File: src/rtl/i2c_reg_pkg.sv
// Shared definitions for the I2C controller register bank and its APB bridge:
// register indices, bank geometry defaults and the bridge FSM encoding.
package i2c_reg_pkg;

  localparam logic [3:0] CTRL   = 4'd0;
  localparam logic [3:0] STATUS = 4'd1;
  localparam logic [3:0] DATA   = 4'd2;
  localparam logic [3:0] ADDR   = 4'd3;
  localparam logic [3:0] CONFIG = 4'd4;
  localparam logic [3:0] TIMING = 4'd5;

  localparam int unsigned NUM_REGS_DEF = 6;
  localparam logic [15:0] RO_MASK_DEF  = 16'h0002;

  typedef enum logic [1:0] {
    ST_IDLE = 2'd0,
    ST_XFER = 2'd1,
    ST_WAIT = 2'd2,
    ST_DONE = 2'd3
  } bridge_state_e;

endpackage

File: src/rtl/i2c_apb_reg_bridge.sv
// APB3 completer driving the I2C register bank bus: one register access per
// APB transfer, WAIT_CYCLES extra wait states. Optional macro I2C_REG_BRIDGE_ERR_EN
// enables misalignment checking and PSLVERR reporting.
import i2c_reg_pkg::*;

module i2c_apb_reg_bridge #(
  parameter int unsigned WAIT_CYCLES = 0,
  parameter int unsigned NUM_REGS    = NUM_REGS_DEF,
  parameter logic [15:0] RO_MASK     = RO_MASK_DEF
) (
  input  logic        i_sys_clk,
  input  logic        i_rst_n,
  input  logic        i_psel,
  input  logic        i_penable,
  input  logic        i_pwrite,
  input  logic [5:0]  i_paddr,
  input  logic [31:0] i_pwdata,
  output logic [31:0] o_prdata,
  output logic        o_pready,
  output logic        o_pslverr,
  output logic [3:0]  o_reg_addr,
  output logic [31:0] o_reg_wdata,
  output logic        o_reg_write,
  input  logic [31:0] i_reg_rdata
);

  localparam bit         HAS_WAIT  = (WAIT_CYCLES > 0);
  localparam logic [3:0] WAIT_LOAD = 4'(WAIT_CYCLES - 1);

  bridge_state_e state_q, state_d;
  logic [3:0]    cnt_q, cnt_d;
  logic [3:0]    addr_q, addr_d;
  logic [31:0]   wdata_q, wdata_d;
  logic          write_q, write_d;
  logic          kill_q, kill_d;
  logic [31:0]   prdata_q, prdata_d;
  logic          reg_write_d, pready_d, pslverr_d;
  logic          reg_write_q, pready_q, pslverr_q;

  logic       setup;
  logic [3:0] idx;
  logic       misalign, out_of_range, read_only, kill_in;

  assign setup        = i_psel && !i_penable;
  assign idx          = i_paddr[5:2];
  assign misalign     = (i_paddr[1:0] != 2'b00);
  assign out_of_range = (32'(idx) >= NUM_REGS);
  assign read_only    = RO_MASK[idx];

  // kill_in suppresses the write strobe and forces read data to zero.
`ifdef I2C_REG_BRIDGE_ERR_EN
  assign kill_in   = misalign || out_of_range || (i_pwrite && read_only);
  assign pslverr_d = (state_d == ST_DONE) && kill_q;
`else
  logic unused_misalign;
  assign unused_misalign = misalign;
  assign kill_in   = out_of_range || (i_pwrite && read_only);
  assign pslverr_d = 1'b0;
`endif

  // NOTE: every always_comb output gets a default first so no path leaves it unassigned (no latches).
  always_comb begin
    state_d  = state_q;
    cnt_d    = cnt_q;
    addr_d   = addr_q;
    wdata_d  = wdata_q;
    write_d  = write_q;
    kill_d   = kill_q;
    prdata_d = prdata_q;
    unique case (state_q)
      ST_IDLE: begin
        if (setup) begin
          addr_d  = idx;
          wdata_d = i_pwdata;
          write_d = i_pwrite;
          kill_d  = kill_in;
          state_d = ST_XFER;
        end
      end
      ST_XFER: begin
        prdata_d = (!write_q && !kill_q) ? i_reg_rdata : 32'd0;
        if (HAS_WAIT) begin
          cnt_d   = WAIT_LOAD;
          state_d = ST_WAIT;
        end else begin
          state_d = ST_DONE;
        end
      end
      ST_WAIT: begin
        if (cnt_q == 4'd0) state_d = ST_DONE;
        else               cnt_d   = cnt_q - 4'd1;
      end
      ST_DONE: begin
        // Completion (psel && penable) and abort (!psel) both return to IDLE.
        if (!i_psel || i_penable) state_d = ST_IDLE;
      end
      default: state_d = ST_IDLE;
    endcase
  end

  assign reg_write_d = (state_d == ST_XFER) && write_d && !kill_d;
  assign pready_d    = (state_d == ST_DONE);

  // NOTE: sequential state uses non-blocking assignments so all flops update together.
  always_ff @(posedge i_sys_clk or negedge i_rst_n) begin
    if (!i_rst_n) begin
      state_q     <= ST_IDLE;
      cnt_q       <= 4'd0;
      addr_q      <= 4'd0;
      wdata_q     <= 32'd0;
      write_q     <= 1'b0;
      kill_q      <= 1'b0;
      prdata_q    <= 32'd0;
      reg_write_q <= 1'b0;
      pready_q    <= 1'b0;
      pslverr_q   <= 1'b0;
    end else begin
      state_q     <= state_d;
      cnt_q       <= cnt_d;
      addr_q      <= addr_d;
      wdata_q     <= wdata_d;
      write_q     <= write_d;
      kill_q      <= kill_d;
      prdata_q    <= prdata_d;
      reg_write_q <= reg_write_d;
      pready_q    <= pready_d;
      pslverr_q   <= pslverr_d;
    end
  end

  assign o_prdata    = prdata_q;
  assign o_pready    = pready_q;
  assign o_pslverr   = pslverr_q;
  assign o_reg_addr  = addr_q;
  assign o_reg_wdata = wdata_q;
  assign o_reg_write = reg_write_q;

endmodule

File: config.mk
export PLATFORM = sky130hd
export DESIGN_NAME = i2c_apb_reg_bridge
export DESIGN_NICKNAME = d
export VERILOG_FILES = /design/src/rtl/i2c_reg_pkg.sv /design/src/rtl/i2c_apb_reg_bridge.sv
export SDC_FILE = /design/constraint.sdc
export NUM_CORES = 1
export LEC_CHECK = 0
export CAP_MARGIN = 20
export CELL_PAD_IN_SITES_DETAIL_PLACEMENT = 0
export CELL_PAD_IN_SITES_GLOBAL_PLACEMENT = 1
export CORE_ASPECT_RATIO = 0.75
export CORE_MARGIN = 2
export CORE_UTILIZATION = 29
export CTS_BUF_LIST = sky130_fd_sc_hd__clkbuf_4 sky130_fd_sc_hd__clkbuf_8
export CTS_CLUSTER_DIAMETER = 100
export DETAILED_ROUTE_END_ITERATION = 10
export PLACE_DENSITY = 0.78
export SYNTH_ARGS = -nofsm -noshare
export SYNTH_HDL_FRONTEND = slang
export SYNTH_SLANG_ARGS = --single-unit
export TNS_END_PERCENT = 100
File: constraint.sdc
create_clock -name i_sys_clk -period 1.47 [get_ports i_sys_clk]
set_input_delay 0.2205 -clock i_sys_clk [delete_from_list [all_inputs] [get_ports i_sys_clk]]
set_output_delay 0.2205 -clock i_sys_clk [all_outputs]
set_load 0.05 [all_outputs]
==> impl_metrics.tcl, run 1 <==
set metrics [dict create \
    grt_usage 0.134 \
    vias 2116 \
    htreeDepth 3 \
    clockRootBuffer "clkbuf_8" \
    p_per_area_nw_per_um2 2700 \
    hp-class "input port to asynchronous set/reset pin" \
    cts_tree "yes" \
    design.core.area_sq_um 9810 \
    final_layout_size_suffix_gt1_frac 0.393 \
    clk-insertion-delay-late_ns 0.35 \
    min_period_ns 1.48 \
    synthArstFlopShare 1.00 \
    drcViolationCount 0 \
    syn_to_final_growth_pct 60.4 \
    core.rowCount 31 \
    overflow 0 \
    numPortBuffers 142 \
    cts_setup_buffers 0 \
    clk_pin_slew_ns 0.07 \
    gp_congestion 0.692 \
    clk_path_buf_depth 2 \
    dieArea_sq_um 11000 \
    ys_seq_area_frac 0.659 \
    avgSynthCellArea_sq_um 15.5 \
    r2r_start "state_q[0]" \
    reg2reg_depth 3 \
    violations "negative setup slack" \
    finalCritPeriodShare 1.00 \
    yosysMostFrequentCell "dfrtp_1" \
    maxSlewViolCount 0 \
    fin_ws_ns -0.00540 \
    synth_area_sq_um 2960 \
    synth_top_area_frac 0.659 \
    r2r-end "o_reg_wdata[1]" \
    critPathTopFamily "flip-flops" \
    cp.arrival_ns 1.71 \
    vias_per_cell 4.43 \
    clock_skew_ns 0.00936 \
    routedWlPerCell_microns 14.5 \
    grt_max_degree 79 \
    fin_nets 417 \
    cp_num_buf_inv 1 \
    grt_pass1_wl_microns 11600 \
    cp-end-kind "flop" \
    p_leak_nw 2.18 \
    swShare 0.463 \
    peakVddDrop_uv 1230 \
    finalSetupTns_ns -0.0287 \
    pwr-share-comb 0.555 \
    synth_seq_cells 78 \
    seq_power_share 0.296 \
    drtIter0Drc 84 \
    intPower_w 0.00689 \
    slowest_delay_ns 0.41 \
    path_max_fanout 37 \
    cp_cell_sequence "nor4b_4, buf_12, mux2_2" \
    synth_area_leaders "dfrtp_1 (66%), mux2_2 (14%), a22o_1 (9.5%)" \
    first_pass_iters 4 \
    grt_pass1_vias 2234 \
    synthCells 191 \
    cp_data_required_time_ns 1.70 \
    clock_sinks 78 \
    yosys_warnings 0 \
    die_y_microns 91.5 \
    die-width_microns 121 \
    ios 146 \
    p_sw_w 0.00594 \
    rsz0062_at_grt "yes" \
    initial_core_util 0.302 \
    postRouteAntennaNets 0 \
    cap_violations 0 \
    finalSetupViolCount 9 \
    synthFlopType "dfrtp_1" \
    fmax_mhz 678 \
    whs_ns 0.440 \
    wirelength_microns 6930 \
    finalHoldViolCount 0 \
    cts_buffers 9 \
    synth_edf_count 0 \
    hpwl_microns 4860 \
    synth_top_area_cell "dfrtp_1" \
    synth.net_count 267 \
    diodes 0 \
    synthDistinctLibCells 27 \
    critPathKind "flop to flop" \
    clkPwrFrac 0.149 \
    reg2reg_slack_ns -0.005 \
    startpoint_type "flop" \
    status "complete, but fails checks" \
    cp_slowest_cell "dfrtp_1" \
    antenna_found_initial 0 \
    ys_top_cells_by_count "dfrtp_1 (78), mux2_2 (37), a22o_1 (32)" \
]
routing by layer:
metal / vias to the layer above / GRT usage / part of all wire
li1: 995 / - / -
met1: 1022 / 0.178 / 0.45
met2: 94 / 0.194 / 0.43
met3: 5 / 0.0741 / 0.11
met4: 0 / 0.0262 / 0.0071
met5: - / 0 / 0
layout by cell type (no fill, tap or decap), types with 3 or more instances in the layout:
cell type	instances
a22o_1	32
buf_12	12
buf_4	66
bufinv_16	3
clkbuf_8	9
clkdlybuf4s50_1	71
dfrtp_1	78
inv_1	4
mux2_2	37
nand2b_1	3
nor2_1	3
o21ai_0	3
layout make-up:
| class | instances | area (sq um) |
|---|---|---|
| Multi-Input combinational cell | 97 | 912 |
| Clock inverter | 6 | 110 |
| Tap cell | 132 | 165 |
| Sequential cell | 78 | 1950 |
| Fill cell | 873 | 5060 |
| Clock buffer | 10 | 131 |
| Inverter | 4 | 15.0 |
| Timing Repair Buffer | 151 | 1470 |
cell families (layout without fill, tap and decap cells):
family	Yosys count	count (layout)	synth area share
compound gates	41	41	0.112
xor+xnor	1	1	0.00296
fa+ha+maj	1	1	0.00422
buf+inv	16	171	0.0372
flops	78	78	0.659
mux	38	38	0.144
other cells	1	1	0.00127
simple gates	15	15	0.0393
worst min-delay path: stages:
cell	delay, ns
dlygate4sd3_1	0.53
buf_4	0.11
buf_12	0.34
sequential cells by signal, indices dropped and copies added (netlist names):
register,cells
write_q,1
o_reg_addr,4
o_prdata,32
o_reg_wdata,32
state_q,2
kill_q,1
o_pready,1
cnt_q,4
o_reg_write,1
what timing repair did:
item,4_1_cts,5_1_grt
endpoints found under the hold margin,78,0
hold buffers,1,0
setup endpoints to repair,37,58
resized for setup,1,2
power by group through the flow:
stage	registers, W	clock network [W]	logic (W)
final	0.00380	0.00191	0.00712
after global placement	0.00382	0	0.00709
after detailed placement	0.00383	0	0.00717
after floorplan	0.00712	0	0.00126
after CTS	0.00381	0.00199	0.00718
after global routing	0.00396	0.00211	0.00744
stage by stage:
step                      power (W)  setup slack [ns]  std cells  instance area [sq um]  utilization
final                        0.0128          -0.00540        478                   4750        0.484
after global routing         0.0135           -0.0857        478                   4750        0.484
after CTS                    0.0130           -0.0285        478                   4740        0.483
after detailed placement     0.0110            -0.329        461                   4490        0.457
after global placement       0.0109            -0.292        461                   4490        0.457
after floorplan             0.00838           0.00286        191                   2960            -
how the worst max path moves through the flow:
| stage | startpoint | endpoint | slack [ns] | cells past startpoint |
|---|---|---|---|---|
| 5_1_grt | state_q[0] | cnt_q[3] | -0.09 | 4 |
| 3_5_place_dp | i_penable | o_reg_wdata[22] | -0.33 | 4 |
| 2_1_floorplan | state_q[0] | o_reg_addr[3] | 0.003 | 3 |
| 6_report | state_q[0] | o_reg_wdata[1] | -0.005 | 3 |
| 4_1_cts | state_q[0] | o_reg_wdata[1] | -0.03 | 3 |
| 3_3_place_gp | i_penable | o_reg_wdata[11] | -0.29 | 4 |
Note: power is estimated with default switching activity, not from simulation.
==> inputs of run 2 (changes only) <==
- GPL_ROUTABILITY_DRIVEN: not set -> 0
==> results of run 2 <==
Same layout as run 1: the final DEF is identical, and so are final timing and power.
==> inputs of run 3 (changes only) <==
--- a/config.mk
+++ b/config.mk
@@ -18,2 +18,3 @@
 export PLACE_DENSITY = 0.78
+export SETUP_SLACK_MARGIN = 0.05
 export SYNTH_ARGS = -nofsm -noshare
--- a/constraint.sdc
+++ b/constraint.sdc
@@ -3,2 +3,2 @@
 set_output_delay 0.2205 -clock i_sys_clk [all_outputs]
-set_load 0.05 [all_outputs]
+set_load 0.02 [all_outputs]
==> run 3 against run 2 <==
  * The run still ends with negative setup slack left
  * Clock skew increased by 0.00051 ns
  * Design area decreased by 0.39%
  * Global-route usage increased by 0.29 points
  * Fmax decreased by 2.1%
  * Final cell count increased by 0.63%
  * Clock-buffer cell count unchanged
  * Sequential power decreased by 3%
  * Core utilization decreased by 0.19 points
  * Largest cell class unchanged
  * Highest routed layer unchanged
==> impl_metrics.tcl, run 3 (synthesis gave the netlist of run 1 again) <==
set metrics [dict create \
    fin_ws_ns -0.0378 \
    ios 146 \
    drtIter0Drc 95 \
    cp_data_required_time_ns 1.70 \
    drcViolationCount 0 \
    whs_ns 0.329 \
    path_max_fanout 37 \
    peakVddDrop_uv 969 \
    dieArea_sq_um 11000 \
    seq_power_share 0.382 \
    pwr-share-comb 0.453 \
    grt_pass1_wl_microns 11700 \
    layout_common_cells "dfrtp_1 (77), clkdlybuf4s50_1 (71), dlygate4sd2_1 (70)" \
    fmax_mhz 663 \
    cp-end-kind "flop" \
    fin_nets 420 \
    core.rowCount 31 \
    intPower_w 0.00602 \
    rsz0062_at_grt "yes" \
    pre_cts_ws_ns -0.339 \
    finalInstanceArea_sq_um 4730 \
    cp_slowest_cell "dfrtp_2" \
    p_sw_w 0.00365 \
    design.core.area_sq_um 9810 \
    die_y_microns 91.5 \
    cts_tree "yes" \
    p_leak_nw 2.27 \
    min_period_ns 1.51 \
    reg2reg_slack_ns -0.04 \
    syn_to_final_growth_pct 59.8 \
    final_common_cell "dfrtp_1" \
    swShare 0.377 \
    placed_area_sq_um 4580 \
    hpwl_microns 5300 \
    slowest_delay_ns 0.43 \
    first_pass_iters 4 \
    htreeDepth 3 \
    violations "negative setup slack" \
    clk_path_buf_depth 2 \
    vias_per_cell 4.56 \
    grt_pass1_vias 2235 \
    diodes 0 \
    finalSetupViolCount 24 \
    initial_core_util 0.302 \
    routedWlPerCell_microns 15.2 \
    final_util 0.482 \
    clock_sinks 78 \
    grt_max_degree 38 \
    clk_pin_slew_ns 0.08 \
    clk-insertion-delay-late_ns 0.34 \
    cp_cell_sequence "nor4b_4, buf_12, mux2_2" \
    cap_violations 0 \
    grt_usage 0.137 \
    clockRootBuffer "clkbuf_8" \
    cts_buffers 9 \
    startpoint_type "flop" \
    postRouteAntennaNets 0 \
    final_layout_size_suffix_gt1_frac 0.206 \
    clkPwrFrac 0.165 \
    clock_skew_ns 0.00987 \
    finalCritPeriodShare 1.03 \
    hp-class "input port to asynchronous set/reset pin" \
    overflow 0 \
    antenna_found_initial 0 \
    p_per_area_nw_per_um2 2040 \
    finalHoldViolCount 0 \
    wirelength_microns 7330 \
    die-width_microns 121 \
    cp.arrival_ns 1.73 \
    numPortBuffers 142 \
    status "complete, but fails checks" \
    maxSlewViolCount 0 \
    critPathKind "flop to flop" \
    vias 2194 \
]
## run 3: changes by cell type in the layout (fill, tap and decap cells not counted), sizes merged
cell         previous run  this run
clkinvlp                2         1
buf                    79        12
bufinv                  3         1
dlygate4sd2             0        70
clkinv                  1         4
## run 3: through the flow
step / power (W) / setup TNS, ns / instances
2_1_floorplan: 0.00621 / 0 / 191
3_3_place_gp: 0.00874 / -11.25 / 464
3_5_place_dp: 0.00882 / -12.41 / 464
4_1_cts: 0.00978 / -0.568 / 481
5_1_grt: 0.0103 / -1.30 / 481
6_report: 0.00967 / -0.363 / 481
## run 3: path summary, 6_finish.rpt
check	start	to	cells after the start
max	state_q[0]	o_reg_addr[2]	3
min	i_rst_n	o_reg_wdata[30]	2
max reg2reg	state_q[0]	o_reg_addr[2]	3
min reg2reg	o_reg_wdata[6]	o_reg_wdata[6]	1
max in group asynchronous	i_rst_n	o_reg_wdata[31]	3
min in group i_sys_clk	i_reg_rdata[17]	o_prdata[17]	2
## run 3: worst max-delay path: cells and delay by family, from the launching register on
| family | cells | cell delay, ns |
|---|---|---|
| buf+inv | 1 | 0.25 |
| flops | 1 | 0.43 |
| mux | 1 | 0.37 |
| simple gates | 1 | 0.31 |
## run 3: final cells by class
cell class	count	area (sq um)
repair buffers	154	1460
well taps	132	165
clock inverters	6	61.3
fillers	889	5080
flip-flops and latches	78	1950
inverters	4	15.0
multi-input cells	97	941
clock buffers	10	138
## run 3: timing repair
| action | in CTS | in global routing |
|---|---|---|
| endpoints found under the hold margin | 20 | 0 |
| buffers inserted | 0 | 0 |
| gates resized for setup | 72 | 4 |
| hold buffers | 1 | 0 |
| endpoints found under the setup margin | 108 | 44 |
## run 3: per-layer routing
metal,up-vias,track usage,share of wire
met5,-,0,0
met4,0,0.0378,0.0096
met3,6,0.0747,0.10
li1,998,-,-
met2,94,0.197,0.45
met1,1096,0.179,0.44
## run 3: power groups by stage
stage / Clock (W) / Combinational [W] / Sequential (W)
6_report: 0.00160 / 0.00438 / 0.00369
5_1_grt: 0.00177 / 0.00467 / 0.00384
3_3_place_gp: 0 / 0.00501 / 0.00373
4_1_cts: 0.00167 / 0.00441 / 0.00371
2_1_floorplan: 0 / 0.00127 / 0.00493
3_5_place_dp: 0 / 0.00506 / 0.00376
